<file path="config.mk">
export PLATFORM = sky130hd
export DESIGN_NAME = prbs_rx_monitor
export DESIGN_NICKNAME = d
export VERILOG_FILES = /design/src/rtl/prbs_pkg.sv /design/src/rtl/prbs_rx_monitor_sat_counter.sv /design/src/rtl/prbs_rx_monitor.sv
export SDC_FILE = /design/constraint.sdc
export NUM_CORES = 1
export LEC_CHECK = 0
export ABC_AREA = 0
export BUFFER_PORTS_ARGS = -buffer_cell sky130_fd_sc_hd__buf_4
export CAP_MARGIN = 20
export CELL_PAD_IN_SITES_DETAIL_PLACEMENT = 1
export CELL_PAD_IN_SITES_GLOBAL_PLACEMENT = 2
export CORE_ASPECT_RATIO = 0.8
export CORE_MARGIN = 2
export CORE_UTILIZATION = 30
export CTS_CLUSTER_DIAMETER = 40
export CTS_CLUSTER_SIZE = 16
export DETAILED_ROUTE_END_ITERATION = 8
export PLACE_DENSITY = 0.82
export RECOVER_POWER = 25
export SLEW_MARGIN = 30
export SYNTH_ARGS = -nofsm -noshare
export SYNTH_HDL_FRONTEND = slang
export SYNTH_SLANG_ARGS = --single-unit
</file>
<file path="constraint.sdc">
create_clock -name rx_user_clk_i -period 2.8 [get_ports rx_user_clk_i]
set_input_delay 0.14 -clock rx_user_clk_i [delete_from_list [all_inputs] [get_ports rx_user_clk_i]]
set_output_delay 0.14 -clock rx_user_clk_i [all_outputs]
set_load 0.005 [all_outputs]
</file>
<file path="src/rtl/prbs_pkg.sv">
// prbs_pkg: shared PRBS31 definitions for the generator and the RX monitor.
//   PRBS31_TAP_A / PRBS31_TAP_B : polynomial x^31 + x^28 + 1
//   prbs31_step32(prev)          : next 32-bit word, MSB-first bit order
//   lane_mask(vldb)              : bit mask of valid byte lanes 0..vldb
//   mon_state_t                  : monitor lock FSM states
package prbs_pkg;

    localparam int PRBS31_TAP_A = 31;
    localparam int PRBS31_TAP_B = 28;

    typedef enum logic {
        HUNT   = 1'b0,
        LOCKED = 1'b1
    } mon_state_t;

    // Bit stream position p sits at s[63-p]; the previous word occupies
    // positions 0..31 (MSB first). Each new bit is b[p-31] ^ b[p-28]. Bits
    // that fold back onto bits produced earlier in this word flatten to at most
    // three XOR inputs of prev, so the result is a single shallow XOR level.
    function automatic logic [31:0] prbs31_step32(input logic [31:0] prev);
        logic [63:0] s;
        s = {prev, 32'h0000_0000};
        for (int p = 32; p < 64; p++) begin
            s[63 - p] = s[63 - p + PRBS31_TAP_A] ^ s[63 - p + PRBS31_TAP_B];
        end
        return s[31:0];
    endfunction

    function automatic logic [31:0] lane_mask(input logic [1:0] vldb);
        logic [31:0] m;
        m = '0;
        for (int k = 0; k < 4; k++) begin
            m[8*k +: 8] = (k <= int'(vldb)) ? 8'hFF : 8'h00;
        end
        return m;
    endfunction

endpackage

</file>
<file path="src/rtl/prbs_rx_monitor_sat_counter.sv">
// sat_counter: W-bit saturating up-counter.
//   clk  : clock
//   srst : synchronous active-high reset
//   inc  : count up by one (held at all-ones once reached)
//   clr  : synchronous clear, wins over inc
//   q    : registered count
module sat_counter #(
    parameter int W = 32
) (
    input  logic         clk,
    input  logic         srst,
    input  logic         inc,
    input  logic         clr,
    output logic [W-1:0] q
);

    logic [W-1:0] q_reg;

    always_ff @(posedge clk) begin
        if (srst || clr) begin
            q_reg <= '0;
        end else if (inc && (q_reg != {W{1'b1}})) begin
            q_reg <= q_reg + W'(1);
        end
    end

    assign q = q_reg;

endmodule

</file>
<file path="src/rtl/prbs_rx_monitor.sv">
// prbs_rx_monitor: frame-aware PRBS31 checker on the MAC RX user stream.
//   rx_user_clk_i / rx_user_rst_i : clock, synchronous active-high reset
//   rx_data_i, rx_vldb_i, rx_valid_i, rx_last_i, rx_user_i : RX beat stream
//   clear_i          : zero all counters (lock state untouched)
//   lock_o, err_o    : lock status, one-cycle errored-word pulse while locked
//   frame_cnt_o, word_cnt_o, err_word_cnt_o, bad_frame_cnt_o : saturating counters
// The first beat of each frame reseeds the predictor; later beats are checked.
module prbs_rx_monitor
    import prbs_pkg::*;
#(
    parameter int LOCK_GOOD = 16,
    parameter int LOSS_BAD  = 4
) (
    input  logic        rx_user_clk_i,
    input  logic        rx_user_rst_i,
    input  logic [31:0] rx_data_i,
    input  logic [1:0]  rx_vldb_i,
    input  logic        rx_valid_i,
    input  logic        rx_last_i,
    input  logic        rx_user_i,
    input  logic        clear_i,
    output logic        lock_o,
    output logic        err_o,
    output logic [31:0] frame_cnt_o,
    output logic [31:0] word_cnt_o,
    output logic [31:0] err_word_cnt_o,
    output logic [15:0] bad_frame_cnt_o
);

    mon_state_t  state_reg, state_next;
    logic [7:0]  good_cnt_reg, good_cnt_next;
    logic [3:0]  bad_cnt_reg, bad_cnt_next;
    logic        in_frame_reg, in_frame_next;
    logic [31:0] prev_reg, prev_next;
    logic        err_reg, err_next;

    logic [31:0] exp_word;
    logic [31:0] chk_mask;
    logic        checked;
    logic        word_err;
    logic        full_beat;

    assign exp_word  = prbs31_step32(prev_reg);
    assign chk_mask  = rx_last_i ? lane_mask(rx_vldb_i) : 32'hFFFF_FFFF;
    assign full_beat = !rx_last_i || (rx_vldb_i == 2'd3);
    assign checked   = rx_valid_i && in_frame_reg;
    assign word_err  = |((exp_word ^ rx_data_i) & chk_mask);

    // Frame tracking and predictor seed. A partial last beat is still checked
    // but is not a usable seed, which is harmless since the frame ends there.
    always_comb begin
        in_frame_next = in_frame_reg;
        prev_next     = prev_reg;
        if (rx_valid_i) begin
            if (!in_frame_reg) begin
                prev_next     = rx_data_i;
                in_frame_next = !rx_last_i;
            end else begin
                if (full_beat) begin
                    prev_next = rx_data_i;
                end
                if (rx_last_i) begin
                    in_frame_next = 1'b0;
                end
            end
        end
    end

    // Lock FSM; only checked words move it.
    always_comb begin
        state_next    = state_reg;
        good_cnt_next = good_cnt_reg;
        bad_cnt_next  = bad_cnt_reg;
        err_next      = 1'b0;
        if (checked) begin
            case (state_reg)
                HUNT: begin
                    if (word_err) begin
                        good_cnt_next = '0;
                    end else if (good_cnt_reg == 8'(LOCK_GOOD - 1)) begin
                        state_next    = LOCKED;
                        good_cnt_next = '0;
                    end else begin
                        good_cnt_next = good_cnt_reg + 8'd1;
                    end
                end
                LOCKED: begin
                    err_next = word_err;
                    if (!word_err) begin
                        bad_cnt_next = '0;
                    end else if (bad_cnt_reg == 4'(LOSS_BAD - 1)) begin
                        state_next   = HUNT;
                        bad_cnt_next = '0;
                    end else begin
                        bad_cnt_next = bad_cnt_reg + 4'd1;
                    end
                end
                default: state_next = HUNT;
            endcase
        end
    end

    always_ff @(posedge rx_user_clk_i) begin
        if (rx_user_rst_i) begin
            state_reg    <= HUNT;
            good_cnt_reg <= '0;
            bad_cnt_reg  <= '0;
            in_frame_reg <= 1'b0;
            prev_reg     <= '0;
            err_reg      <= 1'b0;
        end else begin
            state_reg    <= state_next;
            good_cnt_reg <= good_cnt_next;
            bad_cnt_reg  <= bad_cnt_next;
            in_frame_reg <= in_frame_next;
            prev_reg     <= prev_next;
            err_reg      <= err_next;
        end
    end

    assign lock_o = (state_reg == LOCKED);
    assign err_o  = err_reg;

    // Counter increments use the state the beat was received in, so the word
    // that causes loss of lock is still counted.
    logic [2:0]  inc32;
    logic [31:0] cnt32 [3];
    logic        bad_frame_inc;

    assign inc32[0]      = rx_valid_i && rx_last_i && (state_reg == LOCKED);
    assign inc32[1]      = checked && (state_reg == LOCKED);
    assign inc32[2]      = checked && (state_reg == LOCKED) && word_err;
    assign bad_frame_inc = rx_valid_i && rx_last_i && rx_user_i;

    genvar gi;
    generate
        for (gi = 0; gi < 3; gi++) begin : g_cnt32
            sat_counter #(.W(32)) u_cnt (
                .clk  (rx_user_clk_i),
                .srst (rx_user_rst_i),
                .inc  (inc32[gi]),
                .clr  (clear_i),
                .q    (cnt32[gi])
            );
        end
    endgenerate

    sat_counter #(.W(16)) u_bad_frame_cnt (
        .clk  (rx_user_clk_i),
        .srst (rx_user_rst_i),
        .inc  (bad_frame_inc),
        .clr  (clear_i),
        .q    (bad_frame_cnt_o)
    );

    assign frame_cnt_o    = cnt32[0];
    assign word_cnt_o     = cnt32[1];
    assign err_word_cnt_o = cnt32[2];

endmodule

</file>
# == Word level (Yosys, flattened, before mapping) ==
# Cells that the tools add are included.
# Widths: inputs -> output; s select.
# word_totals
word_cells,98
regBits,158
output_inout_bits,114
in_bits,40
# classes
n_addsub,6
reduce_logical,18
eq_ne,8
bitwise,36
order_cmp,3
muxes,17
# op_table
op,n
$add 32x1->32 const B,3
$ne 32x32->1 const B,3
$mux 31,2
$mux 8,5
$and 32x32->32,1
$mux 32,1
$reduce_or 32->1,1
$xor 1x1->1,32
$xor 32x32->32,1
$add 16x1->16 const B,1
$ne 16x16->1 const B,1
$logic_and 1x1->1,10
$add 8x1->8 const B,1
$eq 8x4->1 const B,1
$mux 4,2
$mux 1,6
$reduce_and 2->1,3
$add 4x1->4 const B,1
$eq 4x2->1 const B,1
$le 2x2->1 const A,2
$reduce_or 3->1,1
$eq 2x2->1 const B,1
$le 1x2->1 const A,1
$logic_or 1x1->1,2
4 further kinds,5

# == Longest topological paths before layout ==
# Gate-level depths: netlist (run 1).
# logic_depth
depth_word,7
ltp_mapped,10
depth_no_buf,7

# == Hierarchy ==
# From an unflattened synthesis (run 1), not the netlist that was laid out.
# unflattened
hier_cells,985
area_unflattened_um2,8374.3
# by_module_without_submodules
mod,seq_area_each_um2,area_per_inst_um2,n_inst,cells_each
sat_counter (g_cnt32[0].u_cnt ...),640.6,1681.6,3,189
prbs_rx_monitor,920.9,2482.4,1,323
sat_counter (u_bad_frame_cnt),320.3,847.1,1,95

# == Worst setup path before layout (run 1) ==
# Ideal clock, no wire load.
# synth_timing
path_type,register to register
start,reg g_cnt32[2].u_cnt.q_reg[13]
end,reg g_cnt32[2].u_cnt.q_reg[9]
setup_slack_ns,0.616
arrival_ns,2.124
period_less_slack_ns,2.184
stages_incl_launch_ff,9
setup_time_ns,0.059
t_required_ns,2.741
n_path_buf,1
cell_sequence,dfxtp_1 > and4_4 > and4_4 > and4_4 > and4_4 > buf_6 > or4_4 > or4_1 > nand2_1
# synth_between
elab_chain_len,2
# synth_rtl
item,line_no,text
from (decl),prbs_rx_monitor_sat_counter.sv:17,logic [W-1:0] q_reg;
from (signal assigned),prbs_rx_monitor_sat_counter.sv:23,q_reg <= q_reg + W'(1);
$ne 32x32->1,prbs_rx_monitor_sat_counter.sv:22,end else if (inc && (q_reg != {W{1'b1}})) begin
$logic_and 1x1->1,prbs_rx_monitor_sat_counter.sv:22,
# Every way passes these cells.
# A chain may end at the register's enable or synchronous reset.

# == Worst setup path after layout (run 1) ==
# layout_timing
start,reg g_cnt32[2].u_cnt.q_reg[3]
end,reg g_cnt32[2].u_cnt.q_reg[7]
# layout_between
elab_chain_len,2
word_cells_on_any_way,3
classes_between,add/sub: 1; eq/ne: 1; reduce/logical: 1
# layout_rtl
item
branches (longest 2 deep; another with $add 32x1->32)
# Several ways; the timed one is not identified.

==> results of run 1 <==
==> worst min-delay path, delay by kind of cell <==
kind | cells | cell delay (ps)
buffers and inverters | 1 | 150
AND/OR/NAND/NOR | 2 | 160
AO/OA/AOI/OAI | 1 | 60
==> layer usage <==
layer	track usage, %	wire length (µm)
met1	25.23	12670
met2	27.32	11100
met3	3.636	748
met4	5.595	382
met5	0	0
==> cells in the final DEF (no fill, tap or decap), types with 4 or more instances in the layout <==
master         synthesis  layout
inv_1                 13      13
clkbuf_4               0      48
nor2_1                92      91
or4_1                  8       8
nand4_1               25      25
nor4_1                18      18
o31ai_1                4       4
o21ai_1                6       6
nand2_1              154     154
nor3_1                21      21
and3_1                26      26
ha_1                   6       6
o211ai_1               5       5
and4_1                13      13
dfxtp_1              158     158
o21ai_0               20      20
dlygate4sd3_1          0      33
a21oi_1               63      63
and2_1                 9       9
clkbuf_1              36      20
xnor3_1                6       6
and4_4                 4       4
or3_1                 45      45
mux2i_1               22      22
xnor2_1               38      38
xor2_1                58      58
clkbuf_16              0      17
inv_6                  0       5
buf_4                  1      98
o41ai_1                5       5
nand3_1               64      64
==> power by group through the flow <==
stage | Sequential, mW | Clock [mW] | Combinational, mW
final | 2.31 | 2.40 | 0.358
after global routing | 2.31 | 2.57 | 0.392
after CTS | 2.31 | 2.47 | 0.357
after detailed placement | 2.36 | 0 | 0.318
after global placement | 2.36 | 0 | 0.316
after floorplan | 2.35 | 0 | 0.202
==> layout make-up <==
class                   count  area [µm²]
multi-input cells         762        4604
flip-flops and latches    158        3163
inverters                  13       48.80
clock buffers              18       439.2
diodes                      1       2.502
well taps                 357       446.7
clock inverters            14       156.4
fillers                  3180       15860
repair buffers            201        1541
==> path summary, 6_finish.rpt <==
check	end	cells after the start	slack [ps]	from
worst min register to register	prev_reg[7]	2	470	prev_reg[7]
worst max-delay path	g_cnt32[2].u_cnt.q[7]	7	290	g_cnt32[2].u_cnt.q[3]
worst min-delay path	lock_o	4	130	rx_valid_i
worst max register to register	g_cnt32[2].u_cnt.q[7]	7	290	g_cnt32[2].u_cnt.q[3]
==> logic make-up after synthesis <==
group / share of synthesized area, %
compound gates: 9.519
buf+inv: 3.189
fa+ha+maj: 0.9378
simple gates: 31.90
mux: 2.751
xor+xnor: 12.19
flops: 39.51
==> metrics by stage <==
step | instances | hold slack [ps] | setup slack (ps)
final | 1524 | 133.8 | 285.8
after global routing | 1524 | 147.5 | 91.52
after CTS | 1523 | 116.0 | 221.9
after detailed placement | 1458 | 400.8 | 246.4
after global placement | 1458 | 391.8 | 249.3
after floorplan | 979 | 239.1 | 616.3
==> timing repair <==
item / 4_1_cts / 5_1_grt
resized for setup: 0 / 1
hold buffers: 33 / 0
setup endpoints to repair: 0 / 2
hold endpoints to repair: 32 / 0
==> out/metrics.yaml, run 1 <==
ys_top_cells_by_count: "dfxtp_1, nand2_1, nor2_1, nand3_1, a21oi_1"
clk_latency_ps: 430
clockBufferDepth: 2
path_class: "reg2reg"
required_ps: 3130
hold_class: "in2reg"
drt_iter0_drc: 285
routed_via_density: 5.009
synth_area_mm2: 0.008005
synth-seq-area-share_pct: 39.51
cts_tree: "yes"
wirelength_um: 24900
tns_ps: 0
ys_top_cells_by_area: "dfxtp_1, nand2_1, xor2_1, nor2_1, xnor2_1"
finalCoreUtilization_pct: 39.61
synth_top_area_share_pct: 39.51
cts_root_buf: "clkbuf_16"
avgRoutedWirePerCell_um: 16.34
postPlaceCellArea_mm2: 0.009540
p_int_mw: 3.805
period_share_pct: 89.79
cp_num_buf_inv: 0
switching_share_pct: 24.81
cp_cell_sequence: "nand4_1 > nor4_4 > nand4_2 > nor4_1 > nor2_1 > and3b_1 > mux2i_1"
power_mw: 5.061
ys_ff_latch: 158
slowest_stage: "nor4_1"
pwr-share-seq_pct: 45.6
cts_buffers: 17
dp_hpwl_um: 17220
nets: 1199
power_switching_mw: 1.255
ant_nets: 0
combPwrFrac_pct: 7.1
cp_top_family: "simple AND/OR/NAND/NOR gates"
numPortBuffers: 153
cts_max_level: 4
initial_core_util_pct: 30.48
drt_pre_antenna_iters: 4
die_height_um: 150.1
synth_flop_cell: "dfxtp_1"
clk_pin_slew_ps: 70
ys_async_sr_fraction_pct: 0
synthDistinctLibCells: 57
track_usage_pct: 17.86
synth_edf_count: 0
rsz0062_at_grt: "no"
syn_to_final_growth_pct: 29.95
setup_viol: 0
vdd_drop_max_mv: 0.4038
rows: 53
grt_first_pass_wirelength_um: 40500
core_area_mm2: 0.02626
num_vias: 7633
endpoint_kind: "register"
drive_above_1_share_pct: 16.81
fin_skew_ps: 15.58
avgSynthCellArea_um2: 8.177
maxCapViolations: 0
grt_pass1_vias: 7482
min_period_ps: 2514
fmax_mhz: 397.7
crit_fanout: 7
antenna_found_initial: 1
pwr-share-clk_pct: 47.3
fin_area_mm2: 0.01040
cts.sinks: 158
drc_errors: 0
netlist_instances: 979
die_area_mm2: 0.02801
p_per_area_mw_per_mm2: 486.5
synthMostInstantiatedCell: "dfxtp_1"
worst_pin_slew_ps: 863.3
largest_reg_flops: 96
arrival_ps: 2840
fp.dieW_um: 186.6
cts_setup_buffers: 0
syn_nets: 1025
synth_top_area_cell: "dfxtp_1"
startpoint_type: "register"
yosysWarnings: 0
slew_headroom_pct: 42.06
hold_viol_final: 0
leakagePower_nw: 3.821
maxSlewViolCount: 0
routabilityCongestion: 0.7861
ios: 154
grt_start_max_net_pins: 72
status: "finished clean"
grt_overflow_total: 0
slowest_delay_ps: 540
Power figures use the tool's default switching activity.
==> run 2: changes to the inputs <==
- SETUP_SLACK_MARGIN: default -> 0.5
==> out/metrics.yaml, run 2 (synthesis results as in run 1) <==
status: "finished clean"
grt_first_pass_wirelength_um: 41260
cts_tree: "yes"
num_vias: 7789
leakagePower_nw: 4.039
slew_headroom_pct: 51.65
period_share_pct: 81.92
fmax_mhz: 436.0
pwr-share-seq_pct: 45.4
p_int_mw: 3.809
cts_max_level: 4
clk_pin_slew_ps: 70
fp.dieW_um: 186.6
rsz0062_at_grt: "yes"
r2r_slack_ps: 510
cts_root_buf: "clkbuf_16"
grt_start_max_net_pins: 72
routabilityCongestion: 0.7861
ant_nets: 0
ios: 154
maxSlewViolCount: 0
die_area_mm2: 0.02801
startpoint_type: "register"
worst_pin_slew_ps: 721.8
initial_core_util_pct: 30.48
antenna_found_initial: 0
hold_viol_final: 0
arrival_ps: 2680
maxCapViolations: 0
grt_overflow_total: 0
core_area_mm2: 0.02626
cts.sinks: 158
wirelength_um: 25970
nFillCells: 3134
vdd_drop_max_mv: 0.4115
switching_share_pct: 25.13
path_class: "reg2reg"
drt_iter0_drc: 334
power_switching_mw: 1.279
required_ps: 3180
layout_commonest_cell: "dfxtp_1"
regArea_mm2: 0.003167
clockBufferDepth: 2
endpoint_kind: "register"
drc_errors: 0
drt_pre_antenna_iters: 4
numPortBuffers: 153
largest_reg_flops: 96
p_per_area_mw_per_mm2: 468.4
dp_hpwl_um: 17220
cts_buffers: 17
clk_latency_ps: 430
final_cell_mix: "dfxtp_1, nand2_1, buf_4, nor2_1, nand3_1"
routed_via_density: 5.064
grt_pass1_vias: 7547
power_mw: 5.088
multi_input_area_mm2: 0.004892
setup_viol: 0
rows: 53
nets: 1214
avgRoutedWirePerCell_um: 16.89
combPwrFrac_pct: 7.3
track_usage_pct: 18.26
n_antenna_cell: 0
min_period_ps: 2294
pwr-share-clk_pct: 47.3
crit_fanout: 10
hold_class: "in2reg"
fin_skew_ps: 19.09
syn_to_final_growth_pct: 35.70
drive_above_1_share_pct: 21.25
tns_ps: 0
die_height_um: 150.1
-- run 2: cell count changes in the layout (fill, tap and decap cells not counted), sizes merged --
cell	before	now
and4	17	18
diode	1	0
clkbuf	86	85
buf	100	115
-- run 2: power by group through the flow --
stage,Clock [mW],Combinational (mW),Sequential [mW]
3_3_place_gp,0,0.316,2.36
5_1_grt,2.57,0.408,2.31
3_5_place_dp,0,0.318,2.36
6_report,2.41,0.371,2.31
4_1_cts,2.47,0.364,2.31
2_1_floorplan,0,0.202,2.35
-- run 2: routing by layer --
layer	share of wire (%)	GRT usage (%)	vias up
met4	1.5	4.841	0
met2	46	28.51	119
met3	3.4	3.590	21
li1	-	-	3834
met1	50	25.75	3815
met5	0	0	-
-- run 2: worst max-delay path: stages (launching register included) --
cell	delay, ps
dfxtp_1	370
and4_4	220
and4_4	190
and4_4	210
and4_4	240
or4_1	520
or4_1	410
nand2_1	70
-- run 2: final timing paths --
kind | from | end | cells after the start
hold reg to reg | prev_reg[1] | prev_reg[1] | 2
setup reg to reg | g_cnt32[2].u_cnt.q[13] | g_cnt32[2].u_cnt.q[19] | 7
hold / removal | rx_valid_i | lock_o | 4
setup / recovery | g_cnt32[2].u_cnt.q[13] | g_cnt32[2].u_cnt.q[19] | 7
-- run 2: stage by stage --
stage | utilization, % | hold WS (ps) | area [µm²] | std cells | setup WS [ps]
global route | 41.37 | 146.6 | 10860 | 1538 | 403.8
floorplan | - | 239.1 | 8005 | 979 | 616.3
global placement | 36.33 | 391.8 | 9540 | 1458 | 249.3
finish | 41.37 | 120.0 | 10860 | 1538 | 506.2
detailed placement | 36.33 | 400.8 | 9540 | 1458 | 246.4
CTS | 40.43 | 116.0 | 10620 | 1530 | 484.4
-- run 2: final cells by class --
type	instances	area share, %
timing repair buffer	215	15.77
clock inverter	14	1.440
multi-input combinational	763	45.04
clock buffer	18	4.043
sequential	158	29.15
inverter	13	0.4492
tap	357	4.112
-- run 2: repair_timing --
item	4_1_cts	5_1_grt
pin swaps	3	22
setup endpoints to repair	58	80
hold buffers	33	0
buffers inserted	5	5
hold endpoints to repair	32	0
gates resized for setup	13	47
cloned	2	3
==> run 3: changes to the inputs <==
- clock period: 2.8 -> 2.2 ns (I/O delays scaled with it)
==> out/metrics.yaml, run 3 (synthesis results as in run 1) <==
ios: 154
fp.dieW_um: 186.6
grt_start_max_net_pins: 45
violations: "negative setup slack"
numPortBuffers: 153
drt_pre_antenna_iters: 4
drc_errors: 0
crit_fanout: 6
vdd_drop_max_mv: 0.5542
endpoint_kind: "register"
grt_pass1_vias: 8909
die_area_mm2: 0.02801
cts_max_level: 4
setup_slack_ps: -90.21
rows: 53
status: "finished, violations left"
cts_tree: "yes"
clockBufferDepth: 2
place_ws_ps: -176.3
tns_ps: -1796
cts_root_buf: "clkbuf_16"
p_per_area_mw_per_mm2: 486.4
cp_num_buf_inv: 3
initial_core_util_pct: 30.48
power_mw: 6.528
cp_cell_sequence: "xor2_2 > and2_1 > a21o_1 > a41oi_2 > buf_4 > o31ai_4 > buf_4 > buf_8 > nor4_4 > mux2i_1"
dp_hpwl_um: 18930
clk_pin_slew_ps: 70
hold_viol_final: 0
core_area_mm2: 0.02626
clk_latency_ps: 430
routed_via_density: 5.117
avgRoutedWirePerCell_um: 18.61
setup_viol: 44
dp.cells: 1542
hold_class: "in2reg"
syn_to_final_growth_pct: 67.65
arrival_ps: 2640
path_class: "reg2reg"
final_cell_mix: "buf_4, nand2_1, dfxtp_1, nor2_1, a21oi_1"
min_period_ps: 2290
cp_top_family: "compound AO/OA/AOI/OAI gates"
cts.sinks: 158
required_ps: 2550
layout_commonest_cell: "buf_4"
fin_area_mm2: 0.01342
slew_headroom_pct: 57.04
num_vias: 8693
routabilityCongestion: 0.7752
n_antenna_cell: 0
leakagePower_nw: 5.286
track_usage_pct: 20.94
drive_above_1_share_pct: 44.93
startpoint_type: "register"
nFillCells: 3022
grt_first_pass_wirelength_um: 47510
antenna_found_initial: 0
worst_pin_slew_ps: 642.1
period_share_pct: 104.1
largest_reg_flops: 96
fin_skew_ps: 12.52
fmax_mhz: 436.6
drt_iter0_drc: 430
maxCapViolations: 0
wirelength_um: 31620
cts_buffers: 17
postPlaceCellArea_mm2: 0.01058
grt_overflow_total: 0
slowest_stage: "dfxtp_2"
maxSlewViolCount: 0
nets: 1375
ant_nets: 0
stdcell_count: 1699
slowest_delay_ps: 360
rsz0062_at_grt: "yes"
cp_common_cell: "buf_4"
die_height_um: 150.1
-- run 3: worst paths after layout --
kind / start / slack (ps) / depth (start not counted) / to
min: rx_valid_i / 70 / 4 / lock_o
max reg2reg: prev_reg[20] / -90 / 10 / g_cnt32[2].u_cnt.q[26]
max: prev_reg[20] / -90 / 10 / g_cnt32[2].u_cnt.q[26]
min reg2reg: prev_reg[1] / 480 / 2 / prev_reg[1]
-- run 3: per-layer routing --
layer	vias up	wire [µm]	track usage (%)
met3	45	1193	3.520
met1	4299	14110	26.90
li1	4156	-	-
met5	-	0	0
met4	0	653	5.476
met2	193	15660	36.62
-- run 3: metrics by stage --
stage	util, %	hold slack [ps]
after floorplan	-	209.1
after global placement	40.30	363.0
after detailed placement	40.30	370.2
after CTS	48.00	53.01
after global routing	51.11	89.41
final	51.11	69.81
-- run 3: worst reg2reg max path, stage by stage (launching register included) --
cell and delay (ps):
dfxtp_2 360, xor2_2 190, and2_1 170, a21o_1 190, a41oi_2 290, buf_4 180, o31ai_4 70, buf_4 150
buf_8 130, nor4_4 250, mux2i_1 250
-- run 3: where the power goes --
part	switching, mW	internal (mW)
Combinational	0.274	0.253
Clock	1.33	1.76
Sequential	0.0359	2.88
-- run 3: area by class of cell --
class	count	area, µm²	share of cell area [%]
Clock buffer	18	450.4	3.356
Clock inverter	14	153.9	1.147
Inverter	13	48.80	0.3636
Multi-Input combinational cell	762	5812	43.31
Sequential cell	158	3263	24.31
Tap cell	357	446.7	3.328
Timing Repair Buffer	377	3246	24.18
-- run 3: timing repair --
item / in CTS / in global routing
gates resized for setup: 130 / 122
hold buffers: 33 / 0
cloned: 6 / 0
endpoints found under the setup margin: 124 / 123
setup buffers: 51 / 35
endpoints found under the hold margin: 32 / 0
pin swaps: 65 / 105
